`src/rtl/multicycle_pkg.sv`:
```
// multicycle_pkg: state encoding, ALU operation codes and opcode constants shared by the multicycle controller.
package multicycle_pkg;
    typedef enum logic [3:0] {
        FETCH, DECODE, MEMADR, MEMRD, MEMWB, MEMWR, EXECR, EXECI, ALUWB, BRANCH
    } state_t;
    localparam logic [3:0] ALU_AND = 4'b0000;
    localparam logic [3:0] ALU_SUB = 4'b0010;
    localparam logic [3:0] ALU_ADD = 4'b0100;
    localparam logic [3:0] ALU_ORR = 4'b1100;
    localparam logic [3:0] ALU_MOV = 4'b1101;
    localparam logic [3:0] ALU_CMP = 4'b1010;
    localparam logic [1:0] OP_DP  = 2'b00;
    localparam logic [1:0] OP_MEM = 2'b01;
    localparam logic [1:0] OP_BR  = 2'b10;
endpackage

```
`src/rtl/multicycle_controller_cond_check.sv`:
```
// cond_check: ARM condition-code evaluation against stored NZCV flags.
// COND_FULL_EN selects the full condition set; otherwise only EQ, NE and AL pass.
module cond_check (
    input  logic [3:0] cond,
    input  logic [3:0] flags,
    output logic       cond_ex
);
    logic n, z, c, v;
    assign {n, z, c, v} = flags;
`ifdef COND_FULL_EN
    always_comb begin
        cond_ex = 1'b1;
        case (cond)
            4'h0: cond_ex = z;
            4'h1: cond_ex = !z;
            4'h2: cond_ex = c;
            4'h3: cond_ex = !c;
            4'h4: cond_ex = n;
            4'h5: cond_ex = !n;
            4'h6: cond_ex = v;
            4'h7: cond_ex = !v;
            4'h8: cond_ex = c && !z;
            4'h9: cond_ex = !c || z;
            4'ha: cond_ex = n == v;
            4'hb: cond_ex = n != v;
            4'hc: cond_ex = !z && (n == v);
            4'hd: cond_ex = z || (n != v);
            default: cond_ex = 1'b1;
        endcase
    end
`else
    logic unused_flags;
    assign unused_flags = n ^ c ^ v;
    assign cond_ex = (cond == 4'h0) ? z : (cond == 4'h1) ? !z : (cond == 4'he);
`endif
endmodule

```
`src/rtl/multicycle_controller.sv`:
```
// multicycle_controller: Moore FSM sequencing the multi-cycle ARM-subset datapath; holds NZCV flags.
// Define COND_FULL_EN to decode every ARM condition code instead of only EQ/NE/AL.
module multicycle_controller
    import multicycle_pkg::*;
#(
    parameter int ALU_W = 4
) (
    input  logic             CLK,
    input  logic             RESET,
    input  logic [31:0]      INSTR,
    input  logic [3:0]       ALUFlags,
    output logic             PCWrite,
    output logic             AdrSrc,
    output logic             MemWrite,
    output logic             IRWrite,
    output logic             RegWrite,
    output logic [1:0]       ResultSrc,
    output logic             ALUSrcA,
    output logic [1:0]       ALUSrcB,
    output logic [ALU_W-1:0] ALUControl,
    output logic [1:0]       ImmSrc,
    output logic [1:0]       RegSrc,
    output logic             Undef,
    output logic [3:0]       State
);
    state_t     state;
    logic [3:0] flags;
    logic       cond_ex;
    logic [1:0] op;
    logic [5:0] funct;
    logic [3:0] rd, cmd, alu;
    logic       pcw, memw, irw, regw, und;
    logic       unused_instr;
    assign op           = INSTR[27:26];
    assign funct        = INSTR[25:20];
    assign rd           = INSTR[15:12];
    assign cmd          = funct[4:1];
    assign unused_instr = ^{INSTR[19:16], INSTR[11:0]};
    cond_check u_cond (.cond(INSTR[31:28]), .flags(flags), .cond_ex(cond_ex));
    always_ff @(posedge CLK or negedge RESET) begin
        if (!RESET) begin
            state <= FETCH;
            flags <= '0;
        end else begin
            case (state)
                FETCH:  state <= DECODE;
                DECODE: state <= (!cond_ex || op == 2'b11) ? FETCH :
                                 (op == OP_MEM) ? MEMADR :
                                 (op == OP_BR)  ? BRANCH :
                                 funct[5] ? EXECI : EXECR;
                EXECR, EXECI: begin
                    state <= (cmd == ALU_CMP) ? FETCH : ALUWB;
                    if (funct[0]) flags <= ALUFlags;
                end
                MEMADR: state <= funct[0] ? MEMRD : MEMWR;
                MEMRD:  state <= MEMWB;
                default: state <= FETCH;
            endcase
        end
    end
    always_comb begin
        pcw       = 1'b0;
        memw      = 1'b0;
        irw       = 1'b0;
        regw      = 1'b0;
        und       = 1'b0;
        AdrSrc    = 1'b0;
        ResultSrc = 2'b00;
        ALUSrcA   = 1'b0;
        ALUSrcB   = 2'b00;
        alu       = ALU_ADD;
        RegSrc    = 2'b00;
        case (state)
            FETCH:  begin irw = 1'b1; pcw = 1'b1; ALUSrcA = 1'b1; ALUSrcB = 2'b10; ResultSrc = 2'b10; end
            DECODE: begin ALUSrcA = 1'b1; ALUSrcB = 2'b10; und = cond_ex && op == 2'b11; end
            EXECR:  alu = cmd;
            EXECI:  begin ALUSrcB = 2'b01; alu = cmd; end
            ALUWB:  begin regw = 1'b1; pcw = rd == 4'hf; end
            MEMADR: ALUSrcB = 2'b01;
            MEMRD:  AdrSrc = 1'b1;
            MEMWB:  begin ResultSrc = 2'b01; regw = 1'b1; pcw = rd == 4'hf; end
            MEMWR:  begin AdrSrc = 1'b1; memw = 1'b1; RegSrc = 2'b10; end
            BRANCH: begin RegSrc = 2'b01; ALUSrcB = 2'b01; ResultSrc = 2'b10; pcw = 1'b1; end
            default: ;
        endcase
    end
    // Enables are gated by RESET so nothing writes while reset is held, even combinationally.
    assign PCWrite    = pcw & RESET;
    assign MemWrite   = memw & RESET;
    assign IRWrite    = irw & RESET;
    assign RegWrite   = regw & RESET;
    assign Undef      = und & RESET;
    assign ALUControl = ALU_W'(alu);
    assign ImmSrc     = op;
    assign State      = state;
endmodule

```
`config.mk`:
```
export PLATFORM = sky130hd
export DESIGN_NAME = multicycle_controller
export DESIGN_NICKNAME = d
export VERILOG_FILES = /design/src/rtl/multicycle_pkg.sv /design/src/rtl/multicycle_controller_cond_check.sv /design/src/rtl/multicycle_controller.sv
export SDC_FILE = /design/constraint.sdc
export NUM_CORES = 1
export LEC_CHECK = 0
export CAP_MARGIN = 30
export CORE_MARGIN = 1
export CORE_UTILIZATION = 27
export CTS_CLUSTER_SIZE = 30
export DETAILED_ROUTE_END_ITERATION = 12
export GPL_TIMING_DRIVEN = 0
export HOLD_SLACK_MARGIN = 0.12
export PLACE_DENSITY = 0.79
export SYNTH_ARGS = -nofsm -noshare
export SYNTH_HDL_FRONTEND = slang
export SYNTH_SLANG_ARGS = --single-unit
export TNS_END_PERCENT = 50
```
`constraint.sdc`:
```
create_clock -name CLK -period 1.6 [get_ports CLK]
set_input_delay 0.16 -clock CLK [delete_from_list [all_inputs] [get_ports CLK]]
set_output_delay 0.16 -clock CLK [all_outputs]
set_load 0.01 [all_outputs]
```
[Yosys cells after proc, flatten, opt, wreduce, memory -nomap -nowiden]
Index checks and enable logic that the tools add are counted.
Storage, ports and cells
  register bits: 7
  input bits: 38
  output and inout port bits: 23
  logic and storage cells: 56
Cells by class
  eq/ne operators: 16
  muxes and demuxes: 20
  bitwise operators: 5
  reductions and logical operators: 13
Operators by type and width (number)
  $eq A4 B4 Y1 const B: 5
  $mux W4: 5
  $pmux W4 S5: 1
  $eq A4 B3 Y1 const B: 4
  $pmux W2 S2: 3
  $reduce_or A2 Y1: 5
  $mux W1: 9
  $eq A4 B1 Y1 const B: 2
  $eq A4 B2 Y1 const B: 2
  $logic_not A4 Y1: 2
  $and A1 B1 Y1: 5
  $eq A2 B2 Y1 const B: 2
  $mux W3: 1
  $reduce_or A3 Y1: 1
  $eq A2 B1 Y1 const B: 1
  $logic_not A1 Y1: 2
  $pmux W1 S2: 1
  $reduce_and A2 Y1: 1
  $logic_and A1 B1 Y1: 1
  $logic_or A1 B1 Y1: 1

[Longest topological paths before layout]
Gate-level depths: netlist of run 1.
  depth after elaboration: 7
  gate-level depth with buffers: 5
  depth with buffers taken out: 5

[Cells and area by module]
From an unflattened synthesis of run 1, not the netlist that was laid out.
Unflattened totals
  cell total of the unflattened synthesis: 70
  area, all modules: 660.6 sq um
Modules (own cells, without submodules)
  multicycle_controller: instances 1, cells an instance 67, area each 626.9 sq um, sequential area each 200.2 sq um
  cond_check: instances 1, cells an instance 3, area each 33.8 sq um, sequential area each 0.0 sq um

[Worst setup path after synthesis of run 1]
Ideal clock, no wire load.
  kind: register to register
  start: register state[1], in the netlist State[1]
  end: register state[1], in the netlist State[1]
  setup time: 0.076 ns
  arrival: 1.425 ns
  required time: 1.524 ns
  path slack: 0.098 ns
  cell stages (with the launch flop): 4
  path buffers: 0
  clock period less this slack: 1.502 ns
  cells stage by stage: dfrtp_1 or4b_4 or3_1 o21ai_1
Between the ends
  longest elaborated chain between the ends: 3
  elaborated cells between the ends (all ways): 8
  classes of those cells: 5 x eq/ne; 1 x mux; 2 x reduce/logical
Ends and longest elaborated chain
  from (decl): line multicycle_controller.sv:26  | state_t state;
  from (signal assigned): line multicycle_controller.sv:47  | DECODE: state <= (!cond_ex || op == 2'b11) ? FETCH :
  from (signal assigned): line multicycle_controller.sv:52  | state <= (cmd == ALU_CMP) ? FETCH : ALUWB;
  from (signal assigned): line multicycle_controller.sv:55  | MEMADR: state <= funct[0] ? MEMRD : MEMWR;
  $eq A4 B3 Y1: line multicycle_controller.sv:45  | case (state)
  $reduce_or A2 Y1 (no source line)
  $pmux W4 S5 *: line multicycle_controller.sv:45
Every way passes the cells marked *; elsewhere a longest branch is shown, timed or not.
A chain may end at the register's enable or synchronous reset.

[Worst setup path after layout of run 1]
  start: register state[2], in the netlist State[2]
  end: output port Undef
Between the ends
  longest elaborated chain between the ends: 3
Ends and longest elaborated chain
  $eq A4 B1 Y1: line multicycle_controller.sv:73  | case (state)
  $mux W1: line multicycle_controller.sv:73
  $and A1 B1 Y1: line multicycle_controller.sv:92  | assign Undef = und & RESET;
  to (decl): line multicycle_controller.sv:23  | output logic Undef,
No other way between the ends.

==> insert_results.sql, run 1 <==
INSERT INTO impl_metrics (metric_group, metric, value, unit) VALUES
('power_and_ir_drop', 'peakVddDrop', '0.537', 'mV'),
('floorplanning', 'fp.dieArea', '0.00223', 'mm^2'),
('power_and_ir_drop', 'power.share.switching', '34.8', '%'),
('timing', 'setup_repair_after_global_routing_missed_its_margin', 'true', ''),
('cts', 'tritoncts_clock_tree', 'done', ''),
('floorplanning', 'start_util', '30.3', '%'),
('hold_path', 'hold_path.class', 'flop to flop', ''),
('floorplanning', 'die_h', '47.2', 'um'),
('critical_path', 'timing.critical_path.slowest_stage_cell', 'or4b_4', ''),
('run_status', 'status', 'complete, but fails checks', ''),
('global_route', 'grt_antenna_before_repair', '0', ''),
('timing', 'fin_ws', '-48.0', 'ps'),
('placed_design', 'post-dp-hpwl', '1280', 'um'),
('detailed_routing', 'post_route_drc_violation_count', '0', ''),
('cells_and_area', 'multi_input_comb_area', '422', 'um^2'),
('power_and_ir_drop', 'pwr-share-clk', '16.4', '%'),
('timing', 'timing.slew.headroom', '69.9', '%'),
('run_status', 'violations', 'negative setup slack', ''),
('placed_design', 'placement.io_buffers', '41', ''),
('timing', 'timing_max_transition_violations_final', '0', ''),
('critical_path', 'worstSetupStartpointType', 'flop', ''),
('cells_and_area', 'fillCellCount', '176', ''),
('detailed_routing', 'avgViaCountPerCell', '4.85', ''),
('cts', 'clock_insertion_delay_worst_skew', '240', 'ps'),
('power_and_ir_drop', 'power_share_of_the_sequential_group', '19.1', '%'),
('floorplanning', 'io_pins', '61', ''),
('power_and_ir_drop', 'combPwrFrac', '64.5', '%'),
('global_route', 'grt_first_pass_wirelength', '2700', 'um'),
('synth', 'post_synth_num_cell_types', '32', ''),
('cells_and_area', 'post-route-cell-area', '0.00114', 'mm^2'),
('synth', 'synth_nets', '109', ''),
('critical_path', 'crit_fanout', '4', ''),
('detailed_routing', 'postRouteAntennaNets', '0', ''),
('detailed_routing', 'drt_initial_violations', '6', ''),
('synth', 'mappedNetlistArea', '552', 'um^2'),
('cells_and_area', 'final_common_cell', 'clkdlybuf4s50_1', ''),
('cells_and_area', 'antenna_cells', '0', ''),
('timing', 'fmaxAchievable', '607', 'MHz'),
('synth', 'top_ff_cell_synth', 'dfrtp_1', ''),
('placed_design', 'postPlaceCellArea', '993', 'um^2'),
('timing', 'layout_worst_path_cycle_share', '103', '%'),
('cts', 'ctsHtreeMaxLevel', '1', ''),
('floorplanning', 'core.rowCount', '15', ''),
('cells_and_area', 'area_growth', '106', '%'),
('critical_path', 'crit_family', 'simple AND/OR/NAND/NOR gates', ''),
('flow_run', 'max-cap-violations', '0', ''),
('global_route', 'grt_remaining_overflow', '0', ''),
('global_route', 'first_global_vias', '676', ''),
('timing', 'timing.final.hold_violations', '0', ''),
('detailed_routing', 'drt_pass1_iterations', '4', ''),
('global_route', 'groute.usage.overall', '17.3', '%'),
('placed_design', 'gp_congestion', '0.742', ''),
('power_and_ir_drop', 'total_net_switching_power', '314', 'uW'),
('global_route', 'pin_count_of_the_biggest_net_entering_global_routing', '11', ''),
('cells_and_area', 'instances_no_fill', '149', ''),
('power_and_ir_drop', 'cellInternalPower', '587', 'uW'),
('cells_and_area', 'seqCellArea', '128', 'um^2'),
('timing', 'final_period_minus_worst_setup_slack', '1650', 'ps'),
('synth', 'synth-edff-count', '0', ''),
('timing', 'hold_ws', '537', 'ps'),
('detailed_routing', 'number_of_vias_in_the_routed_layout', '722', ''),
('timing', 'setup-violations-final', '3', ''),
('critical_path', 'max_stage_delay', '560', 'ps'),
('critical_path', 'cp_cell_sequence', 'or4b_4, nor3_2, buf_2', ''),
('critical_path', 'number_of_buffer_and_inverter_instances_along_the_worst_setup_path', '1', ''),
('cells_and_area', 'final_net_count', '167', ''),
('floorplanning', 'core_area', '0.00182', 'mm^2'),
('power_and_ir_drop', 'static-leakage-power', '0.000539', 'uW'),
('power_and_ir_drop', 'cellPowerDensity', '793', 'mW/mm^2'),
('synth', 'ys.warnings.count', '0', ''),
('cts', 'clockRootBuffer', 'clkbuf_4', '');
synthesized netlist by cell type, types with 2 or more instances:
cell / number / share of area [%]
and2_1: 4 / 4.5
nand2_1: 4 / 2.7
o21ai_0: 2 / 1.8
nor3_1: 8 / 7.3
buf_4: 2 / 2.7
ha_1: 4 / 9.1
nor3b_1: 3 / 4.1
nand2b_1: 4 / 4.5
inv_1: 4 / 2.7
dfrtp_1: 5 / 23
xnor2_1: 2 / 3.2
o41ai_1: 2 / 3.2
buf_2: 2 / 1.8
clkbuf_1: 2 / 1.4
xor2_1: 2 / 3.2
power groups by stage:
stage               clock, uW  combinational (uW)  sequential, uW
floorplan                   0                 236             176
global placement            0                 472             170
detailed placement          0                 483             171
CTS                       156                 493             171
global route              173                 626             175
finish                    148                 581             172
per-layer routing:
layer  up-vias  part of all wire, %  track usage (%)
met5         -                    0                0
met4         0                    0             3.43
met3         0                  9.6             6.92
met2        38                   50             32.2
met1       324                   40             18.4
li1        360                    -                -
final cells by class:
class | count | share of cell area, %
multi-input cells | 52 | 37.1
flip-flops and latches | 5 | 11.2
plain buffers | 6 | 4.95
well taps | 25 | 2.75
inverters | 4 | 1.32
clock buffers | 4 | 2.31
repair buffers | 53 | 40.4
through the flow:
stage          TNS [ps]  setup WS, ps  total power (uW)
5_1_grt            -529          -135               974
6_report           -137         -48.0               901
3_3_place_gp      -2350          -405               642
2_1_floorplan         0          98.3               412
3_5_place_dp      -2610          -459               653
4_1_cts            -230          -130               820
worst register-to-register path, cell delays in order (launching register included):
cell     delay [ps]
dfrtp_2         420
or4b_4          560
buf_4           150
or3_1           290
o21ai_1         130
final timing paths:
path                       startpoint  slack (ps)  cells after the start        to
max                          State[2]         -50                      3     Undef
min                          flags[2]         540                      1  flags[2]
max reg2reg                  State[2]         -40                      4  State[1]
min reg2reg                  flags[2]         540                      1  flags[2]
max in group asynchronous       RESET         800                      2  State[2]
min in group asynchronous       RESET         580                      2  State[0]
flip-flops by register name, summed over array words and instances (netlist names):
register,flops
State,4
flags,1
what timing repair did:
item,CTS,global route
hold endpoints to repair,5,0
buffers inserted,4,7
endpoints found under the setup margin,17,13
resized for setup,48,18
hold buffers,1,0
pin swaps,2,4
cells by family (layout without fill, tap and decap cells):
kind of cell | Yosys count | after routing | synth area share (%)
multiplexers | 1 | 1 | 2.04
AND/OR/NAND/NOR | 34 | 34 | 39.9
buffers and inverters | 10 | 67 | 8.62
XOR/XNOR | 4 | 4 | 6.35
adder cells (fa/ha/maj) | 4 | 4 | 9.07
flip-flops | 5 | 5 | 22.7
AO/OA/AOI/OAI | 9 | 9 | 11.3
(Power assumes the default switching activity.)
==> inputs of run 2 (changes only) <==
CAP_MARGIN = 20   (was 30)
CORE_UTILIZATION = 25   (was 27)
PLACE_DENSITY = 0.77   (was 0.79)
clock period = 1.34 ns   (was 1.6 ns; I/O delays follow)
==> run 2 against run 1 <==
  * The run still ends with negative setup slack left
  * First-iteration DRC count grew 17%
  * Combinational power up 47%
  * Final cell count up 2.7%
  * Setup slack worse by 290 ps
  * Hold slack lost 8.7 ps
  * Global-route usage grew 1.5 points
  * Sequential power increased by 23%
  * Non-clock buffer count increased by 2
  * Via count is 3.3% higher
  * Register-to-register slack lost 300 ps
  * Clock skew down 0.62 ps
  * Routed wire length up 18%
  * Critical path type is now flop to flop
==> insert_results.sql, run 2 (synthesis results as in run 1) <==
INSERT INTO impl_metrics (metric_group, metric, value, unit) VALUES
('global_route', 'pin_count_of_the_biggest_net_entering_global_routing', '11', ''),
('cts', 'ctsHtreeMaxLevel', '1', ''),
('floorplanning', 'fp.dieArea', '0.00240', 'mm^2'),
('cts', 'tritoncts_clock_tree', 'done', ''),
('detailed_routing', 'avgViaCountPerCell', '4.88', ''),
('detailed_routing', 'number_of_vias_in_the_routed_layout', '746', ''),
('cts', 'ctsLongestPathBuffers', '2', ''),
('power_and_ir_drop', 'total_net_switching_power', '447', 'uW'),
('run_status', 'violations', 'negative setup slack', ''),
('critical_path', 'worst_case_register_to_register_setup_slack', '-340', 'ps'),
('critical_path', 'timing.setup.critical_path_class', 'flop to flop', ''),
('detailed_routing', 'wl', '2080', 'um'),
('power_and_ir_drop', 'power.share.switching', '36.2', '%'),
('critical_path', 'worstSetupStartpointType', 'flop', ''),
('power_and_ir_drop', 'combPwrFrac', '69.1', '%'),
('cells_and_area', 'final_net_count', '169', ''),
('global_route', 'grt_first_pass_wirelength', '3450', 'um'),
('floorplanning', 'die_width', '49.0', 'um'),
('power_and_ir_drop', 'pwr-share-clk', '13.8', '%'),
('critical_path', 'worst_setup_path_end_kind', 'flop', ''),
('detailed_routing', 'wl_met3', '140', 'um'),
('power_and_ir_drop', 'cellPowerDensity', '998', 'mW/mm^2'),
('timing', 'timing_max_transition_violations_final', '0', ''),
('critical_path', 'endpoint_of_the_most_critical_register_to_register_path', 'State[1]', ''),
('global_route', 'first_global_vias', '784', ''),
('power_and_ir_drop', 'static-leakage-power', '0.000577', 'uW'),
('critical_path', 'cp_data_required_time', '1490', 'ps'),
('cts', 'clockRootBuffer', 'clkbuf_4', ''),
('detailed_routing', 'drt-met1-wl', '725', 'um'),
('cells_and_area', 'final_common_cell', 'clkdlybuf4s50_1', ''),
('placed_design', 'gp_congestion', '0.766', ''),
('hold_path', 'hold_path.class', 'input port to asynchronous set/reset pin', ''),
('critical_path', 'arrival', '1830', 'ps'),
('detailed_routing', 'met2WireLength', '1190', 'um'),
('placed_design', 'placed_cells_incl_taps', '135', ''),
('detailed_routing', 'top_layer_used', 'met4', ''),
('timing', 'setup-violations-final', '19', ''),
('placed_design', 'post-dp-hpwl', '1280', 'um'),
('cts', 'clk_pin_slew', '40', 'ps'),
('placed_design', 'placement.io_buffers', '41', ''),
('cells_and_area', 'instances_no_fill', '153', ''),
('timing', 'fin_ws', '-341', 'ps'),
('power_and_ir_drop', 'cellInternalPower', '787', 'uW'),
('detailed_routing', 'postRouteAntennaNets', '0', ''),
('timing', 'hold_ws', '528', 'ps'),
('run_status', 'status', 'complete, but fails checks', ''),
('floorplanning', 'die_h', '49.0', 'um'),
('critical_path', 'crit_fanout', '4', ''),
('floorplanning', 'io_pins', '61', ''),
('cells_and_area', 'largest_register_ffs', '4', ''),
('cells_and_area', 'area_growth', '124', '%'),
('cells_and_area', 'fillCellCount', '166', ''),
('detailed_routing', 'wire_per_inst', '13.6', 'um'),
('detailed_routing', 'drt_pass1_iterations', '4', ''),
('timing', 'setup_repair_after_global_routing_missed_its_margin', 'true', ''),
('timing', 'timing.clock.skew', '2.73', 'ps'),
('power_and_ir_drop', 'peakVddDrop', '0.621', 'mV'),
('cts', 'cts.sinks', '5', ''),
('timing', 'final_period_minus_worst_setup_slack', '1680', 'ps'),
('global_route', 'grt_antenna_before_repair', '0', ''),
('critical_path', 'rr_startpoint', 'State[2]', ''),
('floorplanning', 'start_util', '27.3', '%'),
('cells_and_area', 'drive_gt1_share', '49.2', '%'),
('cells_and_area', 'antenna_cells', '0', ''),
('timing', 'worst-slew-pin-transition', '353', 'ps'),
('cells_and_area', 'leading_cell_types_in_the_layout_fill_and_taps_excluded', '17 x clkdlybuf4s50_1, 16 x buf_2, 12 x buf_4', ''),
('timing', 'fmaxAchievable', '595', 'MHz'),
('flow_run', 'max-cap-violations', '0', ''),
('power_and_ir_drop', 'power_share_of_the_sequential_group', '17.1', '%'),
('critical_path', 'timing.reg2reg.worst_path_depth', '5', ''),
('floorplanning', 'core.rowCount', '16', ''),
('cts', 'cts_buffers', '3', ''),
('timing', 'layout_worst_path_cycle_share', '125', '%'),
('detailed_routing', 'post_route_drc_violation_count', '0', ''),
('global_route', 'grt_remaining_overflow', '0', ''),
('detailed_routing', 'drt_initial_violations', '7', ''),
('timing', 'timing.slew.headroom', '76.2', '%'),
('cts', 'clock_insertion_delay_worst_skew', '240', 'ps'),
('timing', 'timing.final.hold_violations', '0', ''),
('global_route', 'groute.usage.overall', '18.8', '%'),
('floorplanning', 'core_area', '0.00202', 'mm^2');
==> run 2: repair_timing <==
| action | CTS | global route |
|---|---|---|
| hold buffers | 1 | 0 |
| setup buffers | 11 | 1 |
| gates cloned | 1 | 0 |
| hold endpoints to repair | 5 | 0 |
| endpoints found under the setup margin | 24 | 23 |
| pin swaps | 8 | 5 |
| gates resized for setup | 102 | 15 |
==> run 2: area by class of cell <==
class / count / area, um^2 / share of cell area [%]
timing repair buffer: 55 / 472 / 38.1
tap: 27 / 33.8 / 2.73
sequential: 5 / 126 / 10.2
buffer: 6 / 67.6 / 5.46
multi-input combinational: 52 / 497 / 40.1
inverter: 4 / 15.0 / 1.21
clock buffer: 4 / 26.3 / 2.12
==> run 2: critical path: stages (launching register included) <==
cell and delay [ps]:
dfrtp_1 390, buf_6 130, or4b_4 500, buf_6 140, or3_1 290, o21ai_1 130
==> run 2: power by group through the flow <==
stage	registers [uW]	clock network [uW]	logic, uW
floorplan	211	0	288
global placement	203	0	571
detailed placement	205	0	578
CTS	203	177	757
global route	213	192	912
finish	211	170	853
==> run 2: worst max-delay path by stage <==
stage | startpoint | end | slack [ps] | depth (start not counted)
after floorplan | State[2] | State[1] | -130 | 3
after global placement | RESET | PCWrite | -640 | 5
after detailed placement | RESET | PCWrite | -680 | 5
after CTS | State[2] | State[1] | -370 | 5
after global routing | State[2] | State[1] | -390 | 5
final | State[2] | State[1] | -340 | 5
==> run 2: stage by stage <==
step                setup WS (ps)  utilization [%]  total power, uW  TNS [ps]  instance area, um^2
floorplan                    -125                -              499      -388                  558
global placement             -641             49.6              774     -6560                 1000
detailed placement           -683             49.6              783     -7130                 1000
CTS                          -368             57.5             1140     -2960                 1160
global route                 -390             61.2             1320     -4470                 1240
finish                       -341             61.2             1230     -3210                 1240
==> run 2: per-layer routing <==
metal  vias up  global-route usage, %
met3         2                   3.12
met4         0                   7.84
met2        36                   38.9
li1        361                      -
met5         -                      0
met1       347                   17.6
==> inputs of run 3 (changes only) <==
CORE_AREA = 2 2 39 41   (was unset)
CORE_MARGIN = unset   (was 1)
CORE_UTILIZATION = unset   (was 25)
DIE_AREA = 0 0 41 43   (was unset)
DONT_BUFFER_PORTS = 1   (was unset)
PLACE_DENSITY = 0.58   (was 0.77)
==> run 3 against run 2 <==
  * The flow still finishes with violations (negative setup slack)
  * Total power decreased by 3.7%
  * Sequential share of layout area increased by 2.6 points
  * Clock power increased by 6%
  * Count of clock-buffer cells in the layout unchanged
  * Hold slack got worse by 400 ps
  * First-iteration DRC count increased by 57%
  * Routed wire length decreased by 12%
  * Sequential power increased by 13%
  * Non-clock buffer count decreased by 40
  * Critical endpoint is now Undef
  * Largest cell class is now multi-input gates
==> insert_results.sql, run 3 (synthesis results as in run 1) <==
INSERT INTO impl_metrics (metric_group, metric, value, unit) VALUES
('timing', 'timing_max_transition_violations_final', '0', ''),
('timing', 'fmaxAchievable', '610', 'MHz'),
('critical_path', 'timing.setup.critical_path_class', 'flop to output port', ''),
('detailed_routing', 'postRouteAntennaNets', '0', ''),
('cells_and_area', 'seqCellArea', '130', 'um^2'),
('cts', 'cts.sinks', '5', ''),
('floorplanning', 'core.rowCount', '14', ''),
('global_route', 'groute.usage.overall', '17.8', '%'),
('power_and_ir_drop', 'peakVddDrop', '0.791', 'mV'),
('run_status', 'status', 'complete, but fails checks', ''),
('placed_design', 'placement.io_buffers', '0', ''),
('critical_path', 'arrival', '1500', 'ps'),
('detailed_routing', 'post_route_drc_violation_count', '0', ''),
('cells_and_area', 'fillCellCount', '94', ''),
('cts', 'cts_buffers', '3', ''),
('placed_design', 'postPlaceCellArea', '578', 'um^2'),
('critical_path', 'cp_data_required_time', '1210', 'ps'),
('critical_path', 'crit_fanout', '5', ''),
('cts', 'clock_insertion_delay_worst_skew', '250', 'ps'),
('cts', 'ctsLongestPathBuffers', '2', ''),
('power_and_ir_drop', 'static-leakage-power', '0.000410', 'uW'),
('floorplanning', 'die_h', '43', 'um'),
('floorplanning', 'io_pins', '61', ''),
('detailed_routing', 'wl', '1820', 'um'),
('timing', 'fin_ws', '-299', 'ps'),
('placed_design', 'post-dp-hpwl', '970', 'um'),
('global_route', 'pin_count_of_the_biggest_net_entering_global_routing', '11', ''),
('timing', 'setup_repair_after_global_routing_missed_its_margin', 'true', ''),
('global_route', 'grt_antenna_before_repair', '0', ''),
('placed_design', 'place_ws', '-219', 'ps'),
('cts', 'clk_pin_slew', '40', 'ps'),
('cells_and_area', 'drive_gt1_share', '58.1', '%'),
('floorplanning', 'die_width', '41', 'um'),
('global_route', 'grt_first_pass_wirelength', '2060', 'um'),
('run_status', 'violations', 'negative setup slack', ''),
('cells_and_area', 'post-route-cell-area', '0.00101', 'mm^2'),
('timing', 'layout_worst_path_cycle_share', '122', '%'),
('cells_and_area', 'largest_register_ffs', '4', ''),
('floorplanning', 'fp.dieArea', '0.00176', 'mm^2'),
('placed_design', 'gp_congestion', '0.743', ''),
('detailed_routing', 'wire_per_inst', '17.8', 'um'),
('detailed_routing', 'drt_pass1_iterations', '4', ''),
('timing', 'timing.clock.skew', '2.64', 'ps'),
('detailed_routing', 'avgViaCountPerCell', '6.22', ''),
('floorplanning', 'core_area', '0.00138', 'mm^2'),
('timing', 'final_period_minus_worst_setup_slack', '1640', 'ps'),
('timing', 'setup_tns', '-2450', 'ps'),
('timing', 'timing.slew.headroom', '76.4', '%'),
('global_route', 'first_global_vias', '529', ''),
('critical_path', 'timing.reg2reg.worst_path_depth', '3', ''),
('timing', 'timing.final.hold_violations', '0', ''),
('cts', 'ctsHtreeMaxLevel', '1', ''),
('cts', 'tritoncts_clock_tree', 'done', ''),
('power_and_ir_drop', 'cellPowerDensity', '1170', 'mW/mm^2'),
('cells_and_area', 'leading_cell_types_in_the_layout_fill_and_taps_excluded', '6 x nor3_4, 6 x buf_4, 5 x dlygate4sd3_1', ''),
('hold_path', 'worst_hold_path.num_cells', '3', ''),
('hold_path', 'hold_path.class', 'input port to flop', ''),
('detailed_routing', 'drt_initial_violations', '11', ''),
('cells_and_area', 'final_net_count', '129', ''),
('critical_path', 'worstSetupStartpointType', 'flop', ''),
('floorplanning', 'start_util', '39.9', '%'),
('cells_and_area', 'antenna_cells', '0', ''),
('cts', 'clockRootBuffer', 'clkbuf_4', ''),
('timing', 'worst-slew-pin-transition', '355', 'ps'),
('critical_path', 'worst_setup_path_end_kind', 'output port', ''),
('flow_run', 'max-cap-violations', '0', ''),
('cells_and_area', 'area_growth', '83.4', '%'),
('timing', 'setup-violations-final', '21', ''),
('detailed_routing', 'number_of_vias_in_the_routed_layout', '634', ''),
('global_route', 'grt_remaining_overflow', '0', ''),
('cells_and_area', 'multi_input_comb_area', '587', 'um^2');
==> run 3: changes by cell type in the layout (fill, tap and decap cells not counted), moves of 4 or more <==
cell,change
buf_2,-16
nor3_2,-5
nor3_4,+5
buf_4,-6
dlygate4sd2_1,-4
clkdlybuf4s50_1,-17
dlygate4sd3_1,+4
==> run 3: path summary, 6_finish.rpt <==
kind	startpoint	end	slack (ps)
setup / recovery	State[2]	Undef	-300
hold / removal	INSTR[20]	State[2]	130
setup reg to reg	State[2]	State[1]	-290
hold reg to reg	flags[2]	flags[2]	520
max in group asynchronous	RESET	State[2]	960
min in group asynchronous	RESET	State[0]	170
==> run 3: timing repair <==
item / in CTS / in global routing
pin swaps: 9 / 15
hold endpoints to repair: 8 / 0
setup buffers: 3 / 7
cloned: 0 / 0
hold buffers: 5 / 0
setup endpoints to repair: 19 / 22
resized for setup: 34 / 30
==> run 3: worst max-delay path, stage by stage (launching register included) <==
cell     delay (ps)
dfrtp_2         470
or4b_4          610
nor3_4          180
==> run 3: through the flow <==
step	total power [uW]	hold slack (ps)	utilization [%]	instances
global route	1260	166	73.1	102
CTS	897	122	58.2	95
detailed placement	551	-161	41.8	83
global placement	549	-161	41.8	83
floorplan	499	-162	-	67
finish	1190	132	73.1	102
==> run 3: per-layer routing <==
metal / wire (um) / track usage [%] / vias up / part of all wire, %
li1: - / - / 281 / -
met1: 571 / 18.7 / 305 / 31
met2: 1040 / 30.6 / 42 / 57
met3: 152 / 6.28 / 6 / 8.4
met4: 51 / 6.00 / 0 / 2.8
met5: 0 / 0 / - / 0
==> run 3: cell type report <==
type / count / share of cell area (%)
clock buffer: 4 / 2.60
timing repair buffer: 15 / 16.2
tap: 16 / 1.98
inverter: 4 / 1.48
sequential: 5 / 12.9
multi-input combinational: 52 / 58.0
buffer: 6 / 6.92
==> run 3: power by group <==
part           internal [uW]  switching (uW)  total [uW]
logic                    426             344         770
clock network            113            68.1         181
registers                181            56.3         238
total                    720             469        1190
